**src/rtl/sram_arb_pkg.sv**
```systemverilog
// Shared constants and helpers for the 128-bit SRAM round-robin arbiter.
package sram_arb_pkg;
   localparam int DATA_W    = 128;
   localparam int STRB_W    = 16;
   localparam int RSP_DEPTH = 2;

   typedef logic [DATA_W-1:0] data_t;
   typedef logic [STRB_W-1:0] strb_t;

   // True when at most one bit of v is set.
   function automatic logic onehot0(input logic [31:0] v);
      return (v & (v - 32'd1)) == 32'd0;
   endfunction
endpackage

```
**src/rtl/sram_rsp_fifo2.sv**
```systemverilog
// Two-entry in-order read-response buffer; head is presented while occ is non-zero.
module sram_rsp_fifo2
   import sram_arb_pkg::*;
(
   input  logic        clk,
   input  logic        rst_n,
   input  logic        i_push,
   input  logic        i_pop,
   input  data_t       i_data,
   output logic [1:0]  o_occ,
   output data_t       o_head
);
   data_t      r_mem [RSP_DEPTH];
   logic       r_wptr;
   logic       r_rptr;
   logic [1:0] r_occ;

   always_ff @(posedge clk) begin
      if (i_push) begin
         r_mem[r_wptr] <= i_data;
      end
   end

   always_ff @(posedge clk or negedge rst_n) begin
      if (!rst_n) begin
         r_wptr <= 1'b0;
         r_rptr <= 1'b0;
         r_occ  <= 2'd0;
      end else begin
         if (i_push) begin
            r_wptr <= ~r_wptr;
         end
         if (i_pop) begin
            r_rptr <= ~r_rptr;
         end
         case ({i_push, i_pop})
            2'b10:   r_occ <= r_occ + 2'd1;
            2'b01:   r_occ <= r_occ - 2'd1;
            default: r_occ <= r_occ;
         endcase
      end
   end

   assign o_occ  = r_occ;
   assign o_head = r_mem[r_rptr];

   a_no_overflow: assert property (@(posedge clk) disable iff (!rst_n)
      !(i_push && !i_pop && (r_occ == 2'(RSP_DEPTH))));
   a_no_underflow: assert property (@(posedge clk) disable iff (!rst_n)
      !(i_pop && (r_occ == 2'd0)));
endmodule

```
**src/rtl/sram_128b_arb.sv**
```systemverilog
// Round-robin arbiter sharing one 128-bit single-port SRAM among NUM_REQ ports,
// with a credit-checked 2-entry read-response buffer per port.
module sram_128b_arb
   import sram_arb_pkg::*;
#(
   parameter int NUM_REQ = 2,
   parameter int ADDR_W  = 15,
   parameter int DEPTH   = 24576
) (
   input  logic                        clk,
   input  logic                        rst_n,
   input  logic [NUM_REQ-1:0]          req_valid,
   output logic [NUM_REQ-1:0]          req_ready,
   input  logic [NUM_REQ-1:0]          req_wen,
   input  logic [NUM_REQ*ADDR_W-1:0]   req_addr,
   input  logic [NUM_REQ*DATA_W-1:0]   req_wdata,
   input  logic [NUM_REQ*STRB_W-1:0]   req_wstrb,
   output logic [NUM_REQ-1:0]          rsp_valid,
   input  logic [NUM_REQ-1:0]          rsp_ready,
   output logic [NUM_REQ*DATA_W-1:0]   rsp_rdata,
   output logic                        sram_cen,
   output logic                        sram_wen,
   output logic [ADDR_W-1:0]           sram_addr,
   output logic [DATA_W-1:0]           sram_wdata,
   output logic [STRB_W-1:0]           sram_wstrb,
   input  logic [DATA_W-1:0]           sram_rdata
);
   localparam int PTR_W = (NUM_REQ > 2) ? 2 : 1;

   logic [PTR_W-1:0]   r_rr_ptr;
   logic [NUM_REQ-1:0] r_inflight;

   logic [PTR_W-1:0]   w_gidx;
   logic [PTR_W-1:0]   w_rr_next;
   logic [PTR_W:0]     w_sum;
   logic               w_any;
   logic [NUM_REQ-1:0] w_grant;
   logic [NUM_REQ-1:0] w_elig;
   logic [NUM_REQ-1:0] w_credit;
   logic [NUM_REQ-1:0] w_pop;
   logic [NUM_REQ-1:0] w_rsp_valid;
   logic [1:0]         w_occ   [NUM_REQ];
   logic [ADDR_W-1:0]  w_addr  [NUM_REQ];
   data_t              w_wdata [NUM_REQ];
   strb_t              w_wstrb [NUM_REQ];

   for (genvar gi = 0; gi < NUM_REQ; gi++) begin : g_port
      assign w_addr[gi]  = req_addr[gi*ADDR_W +: ADDR_W];
      assign w_wdata[gi] = req_wdata[gi*DATA_W +: DATA_W];
      assign w_wstrb[gi] = req_wstrb[gi*STRB_W +: STRB_W];

      assign w_rsp_valid[gi] = (w_occ[gi] != 2'd0);
      assign w_pop[gi]       = w_rsp_valid[gi] & rsp_ready[gi];
      // Reads already committed (buffered + in the SRAM pipe) less this cycle's pop.
      assign w_credit[gi]    = ({1'b0, w_occ[gi]} + {2'b00, r_inflight[gi]}
                                - {2'b00, w_pop[gi]}) < 3'(RSP_DEPTH);
      // rst_n gating keeps grants and SRAM enable low for the whole reset window.
      assign w_elig[gi]      = rst_n & req_valid[gi] & (req_wen[gi] | w_credit[gi]);

      sram_rsp_fifo2 u_fifo (
         .clk    (clk),
         .rst_n  (rst_n),
         .i_push (r_inflight[gi]),
         .i_pop  (w_pop[gi]),
         .i_data (sram_rdata),
         .o_occ  (w_occ[gi]),
         .o_head (rsp_rdata[gi*DATA_W +: DATA_W])
      );
   end

   always_comb begin
      w_grant = '0;
      w_gidx  = '0;
      w_any   = 1'b0;
      w_sum   = '0;
      for (int k = 0; k < NUM_REQ; k++) begin
         w_sum = {1'b0, r_rr_ptr} + (PTR_W+1)'(k);
         if (w_sum >= (PTR_W+1)'(NUM_REQ)) begin
            w_sum = w_sum - (PTR_W+1)'(NUM_REQ);
         end
         if (!w_any && w_elig[w_sum[PTR_W-1:0]]) begin
            w_any  = 1'b1;
            w_gidx = w_sum[PTR_W-1:0];
         end
      end
      if (w_any) begin
         w_grant[w_gidx] = 1'b1;
      end
   end

   assign w_rr_next = (w_gidx == PTR_W'(NUM_REQ - 1)) ? '0 : w_gidx + PTR_W'(1);

   always_ff @(posedge clk or negedge rst_n) begin
      if (!rst_n) begin
         r_rr_ptr   <= '0;
         r_inflight <= '0;
      end else begin
         if (w_any) begin
            r_rr_ptr <= w_rr_next;
         end
         r_inflight <= w_grant & ~req_wen;
      end
   end

   assign req_ready  = w_grant;
   assign rsp_valid  = w_rsp_valid;
   assign sram_cen   = w_any;
   assign sram_wen   = w_any & req_wen[w_gidx];
   assign sram_addr  = w_addr[w_gidx];
   assign sram_wdata = w_wdata[w_gidx];
   assign sram_wstrb = w_wstrb[w_gidx];

   a_ready_onehot0: assert property (@(posedge clk) disable iff (!rst_n)
      onehot0(32'(req_ready)));
   a_ready_has_valid: assert property (@(posedge clk) disable iff (!rst_n)
      (req_ready & ~req_valid) == '0);
   a_addr_in_depth: assert property (@(posedge clk) disable iff (!rst_n)
      sram_cen |-> (int'(sram_addr) < DEPTH));
endmodule

```
**config.mk**
```make
export PLATFORM = sky130hd
export DESIGN_NAME = sram_128b_arb
export DESIGN_NICKNAME = d
export VERILOG_FILES = /design/src/rtl/sram_arb_pkg.sv /design/src/rtl/sram_rsp_fifo2.sv /design/src/rtl/sram_128b_arb.sv
export SDC_FILE = /design/constraint.sdc
export NUM_CORES = 1
export LEC_CHECK = 0
export CAP_MARGIN = 20
export CORE_AREA = 2 2 336 338
export DETAILED_ROUTE_END_ITERATION = 8
export DIE_AREA = 0 0 338 340
export GPL_TIMING_DRIVEN = 0
export SLEW_MARGIN = 0
export SYNTH_ARGS = -nofsm -noshare
export SYNTH_HDL_FRONTEND = slang
export SYNTH_SLANG_ARGS = --single-unit
```
**constraint.sdc**
```tcl
create_clock -name clk -period 5.9 [get_ports clk]
set_clock_uncertainty 0.15 [all_clocks]
set_input_delay 0.59 -clock clk [delete_from_list [all_inputs] [get_ports clk]]
set_output_delay 0.59 -clock clk [all_outputs]
set_load 0.01 [all_outputs]
```
# Word-level counts from Yosys, hierarchy flattened
# Memories as Yosys holds them, arrays and structs flattened.
# Index checks and enable logic that the tools add are counted.
# word_totals
reg_bits,11
ramBits,512
elab_cells,89
mem_count,2
# mem_list
memory,depth,word_bits,read_ports,rd_clocked_by_memory_dff,wr,line_no,text
g_port[0].u_fifo.r_mem,2,128,1,0,1,sram_rsp_fifo2.sv:13,data_t r_mem [RSP_DEPTH];
g_port[1].u_fifo.r_mem,2,128,1,0,1,sram_rsp_fifo2.sv:13,
# op_classes
n_addsub,12
magnitude_cmp,9
n_eq_ne,4
n_mux,31
bitwise_logic,16
reduce_logical,7
# ops
op,count
$mux W128,3
$mux W16,3
$mux W15,3
$mux W1,18
$pmux W2 S2,2
$reduce_bool A2 Y1,4
$and A1 B1 Y1,7
$add A2 B1 Y3,2
$lt A1 B2 Y1 const B,3
$lt A3 B2 Y1 const B,2
$sub A3 B1 Y3,2
$add A2 B1 Y2 const B,2
$eq A2 B1 Y1 const B,2
$eq A2 B2 Y1 const B,2
$ge A2 B2 Y1 const B,2
$not A1 Y1,4
$sub A2 B1 Y2 const B,2
$add A1 B1 Y2 const B,1
$and A2 B2 Y2,1
$ge A1 B2 Y1 const B,1
$logic_and A1 B1 Y1,2
$mux W2,1
$not A1 Y2,1
$not A2 Y2,1
other kinds (6),8

# Depth between registers and ports, before layout
# logic_depth
depth_word,18
depth_mapped,12
mapped_depth_nobuf,9

# By module
# A second synthesis with hierarchy kept.
# unflattened
hier_cells,1041
hier_area_um2,21185.3
# by_module_without_submodules
module,n_inst,cells_per_inst,area_each_um2,seq_area_each_um2
sram_rsp_fifo2,2,412,9454.1,7787.5
sram_128b_arb,1,217,2277.2,75.1

# Worst setup path before layout
# No wires, ideal clock.
# synth_path
path_kind,register to register
start,reg r_inflight[0]
end,mem g_port[0].u_fifo.r_mem[0][0] in the netlist's numbering (enable)
setup_time_ns,0.616
arrival_ns,5.752
required_time_ns,5.134
setup_slack_ns,-0.618
stages_incl_launch_ff,3
path_buffers,0
synth_period_minus_slack_ns,6.518
cell_sequence,dfrtp_1 -> inv_1 -> nor2_1
# synth_between
elab_chain_len,2
# synth_lines
item,line_no,text
"start, declared",sram_128b_arb.sv:31,logic [NUM_REQ-1:0] r_inflight;
"start signal, assigned",sram_128b_arb.sv:101,r_inflight <= w_grant & ~req_wen;
$mux W1,sram_rsp_fifo2.sv:19,if (i_push) begin
$mux W1 (implied by the code),sram_rsp_fifo2.sv:20,r_mem[r_wptr] <= i_data;
"end, declared",sram_rsp_fifo2.sv:13,
# Every way passes these cells.

# Worst setup path after layout
# layout_path
start,reg g_port[1].u_fifo.r_occ[0]
end,out sram_addr[5]
# layout_between
elab_chain_len,16
elab_cells_between_ends,20
classes_between,add/sub: 2; order compare: 1; mux: 10; bitwise: 4; reduce/logical: 3
# layout_lines
item,line_no,text
"start, declared",sram_rsp_fifo2.sv:16,logic [1:0] r_occ;
"start signal, assigned",sram_rsp_fifo2.sv:37,2'b10: r_occ <= r_occ + 2'd1;
"start signal, assigned",sram_rsp_fifo2.sv:38,2'b01: r_occ <= r_occ - 2'd1;
"start signal, assigned",sram_rsp_fifo2.sv:39,default: r_occ <= r_occ;
$reduce_bool A2 Y1 *,sram_128b_arb.sv:52,assign w_rsp_valid[gi] = (w_occ[gi] != 2'd0);
$and A1 B1 Y1 *,sram_128b_arb.sv:53,assign w_pop[gi] = w_rsp_valid[gi] & rsp_ready[gi];
via g_port[1].u_fifo.i_pop,sram_rsp_fifo2.sv:8,"input logic i_pop,"
$sub A3 B1 Y3 *,sram_128b_arb.sv:56,"- {2'b00, w_pop[gi]}) < 3'(RSP_DEPTH);"
$lt A3 B2 Y1 *,sram_128b_arb.sv:56,
$or A1 B1 Y1 *,sram_128b_arb.sv:58,assign w_elig[gi] = rst_n & req_valid[gi] & (req_wen[gi] | w_credit[gi]);
$and A1 B1 Y1 *,sram_128b_arb.sv:58,
$mux W1 (implied by the code) (2 in a row),sram_128b_arb.sv:81,if (!w_any && w_elig[w_sum[PTR_W-1:0]]) begin
$mux W1,sram_128b_arb.sv:81,
$logic_not A1 Y1,sram_128b_arb.sv:81,
$logic_and A1 B1 Y1,sram_128b_arb.sv:81,
$mux W1 *,sram_128b_arb.sv:81,
$not A1 Y2 (implied by the code) *,sram_128b_arb.sv:109,assign sram_addr = w_addr[w_gidx];
$mux W15 (implied by the code) * (3 in a row),sram_128b_arb.sv:109,
"end, declared",sram_128b_arb.sv:23,"output logic [ADDR_W-1:0] sram_addr,"
# Mark *: on every way through the listed nets, which the timed path passes. The rest lies on a longest branch. The select of a mux whose other input is x is not followed.

==> Implementation_results.wiki <==
{| class="wikitable"
! Metric !! Value
|-
| Post-Synthesis Cells || 1031
|-
| Primary FF master, synth || edfxtp_1
|-
| Die Width || 338 um
|-
| Clock-pin slew of the registers on the worst-case setup and hold paths || 0.06 ns
|-
| Count of input and output buffers || 874
|-
| Clock latency on the worst-skew pair || 0.60 ns
|-
| Minimum clock period || 5.683 ns
|-
| Area share of the largest cell type after synthesis || 72.41%
|-
| Critical Path End Type || output port
|-
| Number of detailed-route iterations in the first pass || 5
|-
| Share of cells above drive strength 1 || 26.57%
|-
| Crit path largest cell delay || 0.82 ns
|-
| Setup violations, final || 0
|-
| RSZ-0062 raised after global routing || false
|-
| Synthesized net count || 1491
|-
| Required arrival time at the worst endpoint || 5.16 ns
|-
| Sequential power share || 34.3%
|-
| Pins Over Slew Limit || 0
|-
| Final hold violation count || 0
|-
| Startpoint type of the worst setup path || register
|-
| Share of async-settable or async-resettable flops after synthesis || 2.103%
|-
| Post-layout total power || 13090 uW
|-
| Boundary Pins || 875
|-
| Number of synthesized flops with an enable pin || 512
|-
| First DRT Iteration DRCs || 612
|-
| Congestion Overflow GR || 0
|-
| Flops & latches, synth || 523
|-
| Leakage power figure || 0.01140 uW
|-
| Initial antenna violation count || 11
|-
| Number of global-route vias before repair || 13680
|-
| Avg Synthesized Cell Area || 20.59 um^2
|-
| Internal power component || 9080 uW
|-
| Measured slew at the worst slew-check pin || 1.090 ns
|-
| Fmax || 176.0 MHz
|-
| Number of buffers added by the clock tree synthesis step || 56
|-
| Final critical-path share of the clock period || 96.33%
|-
| Pwr dens || 385.0 mW/mm^2
|-
| Warnings from Yosys || 0
|-
| Core occupancy in the finished layout || 30.48%
|-
| Die area || 0.1149 mm^2
|-
| Hold buffers post-CTS || 0
|-
| CTS max path bufs || 3
|-
| Number of nets in the layout || 2439
|-
| Via Count || 13200
|-
| Status || completed
|-
| Height of the chip || 340 um
|-
| Switching power summed over all nets || 4012 uW
|-
| Sw Share || 30.64%
|-
| Critical-path cell list || or2_2 -> and2_1 -> ha_1 -> nand2b_1 -> fa_1 -> nand3_1 -> o21ai_1 -> o31a_1 -> buf_6 -> buf_2 -> mux2_2 -> clkdlybuf4s50_1
|-
| Largest area contributor in the netlist || edfxtp_1
|-
| Largest net degree at the start of global routing || 53
|-
| Estimated wirelength of the detail-placed design || 69.20 mm
|-
| Area Growth Syn to Fin || 60.16%
|-
| Antenna violation net count after detailed routing || 0
|-
| First-pass GRT wire length || 112.1 mm
|-
| Crit Path Category || reg -> out
|-
| Routability-driven placement congestion ratio || 0.8625
|-
| Buffer cell driving the clock tree root || clkbuf_16
|-
| Worst vdd ir || 0.2206 mV
|-
| Slew headroom || 27.33%
|-
| DRC Markers || 0
|-
| Overall Global Routing Usage || 14.16%
|-
| Number of H-tree branching levels || 2
|-
| Num rows || 123
|-
| Seq/Total Area, Yosys || 73.71%
|-
| Standard cell core area || 0.1116 mm^2
|-
| Cell area after synthesis || 0.02123 mm^2
|-
| Arrival time worst endpoint || 4.94 ns
|-
| Routed length per instance || 24.34 um
|-
| Count of clock tree sinks || 523
|-
| Library cells used by synthesis || 26
|-
| Maximum net fanout on the critical path || 10
|-
| Combinational Power Share || 40.2%
|-
| Cells taking the most area after synthesis || edfxtp_1 72%, mux2_2 18%, mux2_4 5.4%, dfrtp_1 1.3%, buf_6 0.53%
|-
| Min-delay worst type || in -> async
|-
| Part of the power in the clock network || 25.5%
|-
| Initial core utilization || 19.03%
|-
| Number of violations of the max-capacitance limit || 0
|-
| Cell with the biggest individual delay on the critical path || clkdlybuf4s50_1
|-
| Via-per-instance ratio || 3.737
|-
| CTS tree || yes
|-
| Routed WL || 85.95 mm
|}
-- layout by cell type, fill, tap and decap left out, types with 3 or more instances in the layout --
| cell | n |
|---|---|
| clkdlybuf4s50_1 | 866 |
| edfxtp_1 | 512 |
| mux2_2 | 338 |
| mux2_4 | 77 |
| clkbuf_16 | 57 |
| clkbuf_1 | 39 |
| dfrtp_1 | 11 |
| diode_2 | 10 |
| buf_6 | 10 |
| buf_12 | 10 |
| clkinv_2 | 9 |
| buf_2 | 8 |
| clkinv_1 | 8 |
| dlymetal6s2s_1 | 8 |
| xor2_1 | 7 |
| xnor2_1 | 5 |
| inv_1 | 4 |
| ha_1 | 4 |
| inv_6 | 4 |
| buf_16 | 4 |
| nand2b_1 | 3 |
| clkinvlp_4 | 3 |
| bufinv_16 | 3 |
-- area by class of cell --
class                           count  area (um^2)
Fill cell                       11070        77570
Sequential cell                   523        15650
Timing Repair Buffer              890         9109
Multi-Input combinational cell    458         5329
Tap cell                         1500         1877
Clock buffer                       71         1499
Buffer                             46        259.0
Clock inverter                     29        242.7
Antenna cell                       10        25.02
Inverter                            4        15.01
-- timing repair --
item | 4_1_cts | 5_1_grt
endpoints found under the setup margin | 0 | 8
gates resized for setup | 0 | 8
buffers inserted | 0 | 0
-- worst max-delay path: cells and delay by family (launching register included) --
kind / cells / cell delay [ns]
fa+ha+maj: 2 / 0.81
simple gates: 4 / 0.81
compound gates: 2 / 0.57
mux: 1 / 0.38
buf+inv: 3 / 1.33
flops: 1 / 0.42
-- flip-flops by register name, summed over array words and instances (netlist names) --
name                  cells
g_port.u_fifo.o_occ       4
g_port.u_fifo.r_mem     512
g_port.u_fifo.r_rptr      2
g_port.u_fifo.r_wptr      2
r_inflight                2
r_rr_ptr                  1
-- Yosys cell counts, types with 2 or more instances --
| cell type | instances |
|---|---|
| edfxtp_1 | 512 |
| mux2_2 | 338 |
| mux2_4 | 77 |
| clkbuf_1 | 28 |
| dfrtp_1 | 11 |
| buf_6 | 10 |
| buf_2 | 8 |
| xor2_1 | 7 |
| xnor2_1 | 5 |
| and2_1 | 4 |
| ha_1 | 4 |
| inv_1 | 4 |
| nor2_1 | 4 |
| nand2b_1 | 3 |
| fa_1 | 2 |
| nand3_1 | 2 |
| nor2b_1 | 2 |
| or2_2 | 2 |
-- path summary, 6_finish.rpt --
kind                       slack, ns                         to                 startpoint  cells after the start
setup / recovery                0.22               sram_addr[5]  g_port[1].u_fifo.o_occ[0]                     12
hold / removal                  0.34    g_port[0].u_fifo.r_rptr                      rst_n                      1
setup reg to reg                2.22              r_inflight[1]  g_port[1].u_fifo.o_occ[0]                     12
hold reg to reg                 0.36                   r_rr_ptr                   r_rr_ptr                      1
max in group asynchronous       4.72  g_port[1].u_fifo.o_occ[1]                      rst_n                      1
min in group clk                0.36                   r_rr_ptr                   r_rr_ptr                      1
-- power groups by stage --
stage	sequential (uW)	combinational (uW)	clock, uW
3_3_place_gp	4630	5250	0
6_report	4490	5270	3330
4_1_cts	4490	5350	3450
2_1_floorplan	4580	2290	0
3_5_place_dp	4570	5300	0
5_1_grt	4510	5570	3580
-- through the flow --
stage               instances  setup WS [ns]  hold WS (ns)  instance area [um^2]  TNS [ns]
CTS                      3521        0.07843        0.3080                 33960         0
global route             3521       0.005222        0.3495                 33980         0
detailed placement       3421         0.4904        0.3603                 32220         0
floorplan                1031          1.514        0.1444                 21240         0
finish                   3531         0.2166        0.3388                 34010         0
global placement         3405         -1.651        0.3376                 31860   -597.50
-- cells by family after synthesis --
group | count (synthesis) | synth area share [%]
AND/OR/NAND/NOR | 18 | 0.4596
XOR/XNOR | 12 | 0.4950
flip-flops | 523 | 73.71
AO/OA/AOI/OAI | 7 | 0.2534
adder cells (fa/ha/maj) | 6 | 0.4243
buffers and inverters | 50 | 1.285
multiplexers | 415 | 23.37
-- routing by layer --
metal / track usage [%] / wire, um / vias up
met5: 0 / 52 / -
met4: 2.028 / 954 / 8
met3: 11.05 / 15060 / 80
met2: 19.87 / 35110 / 543
met1: 17.27 / 34770 / 6579
li1: - / - / 5985
No activity file was read; power rests on OpenSTA's default activity.
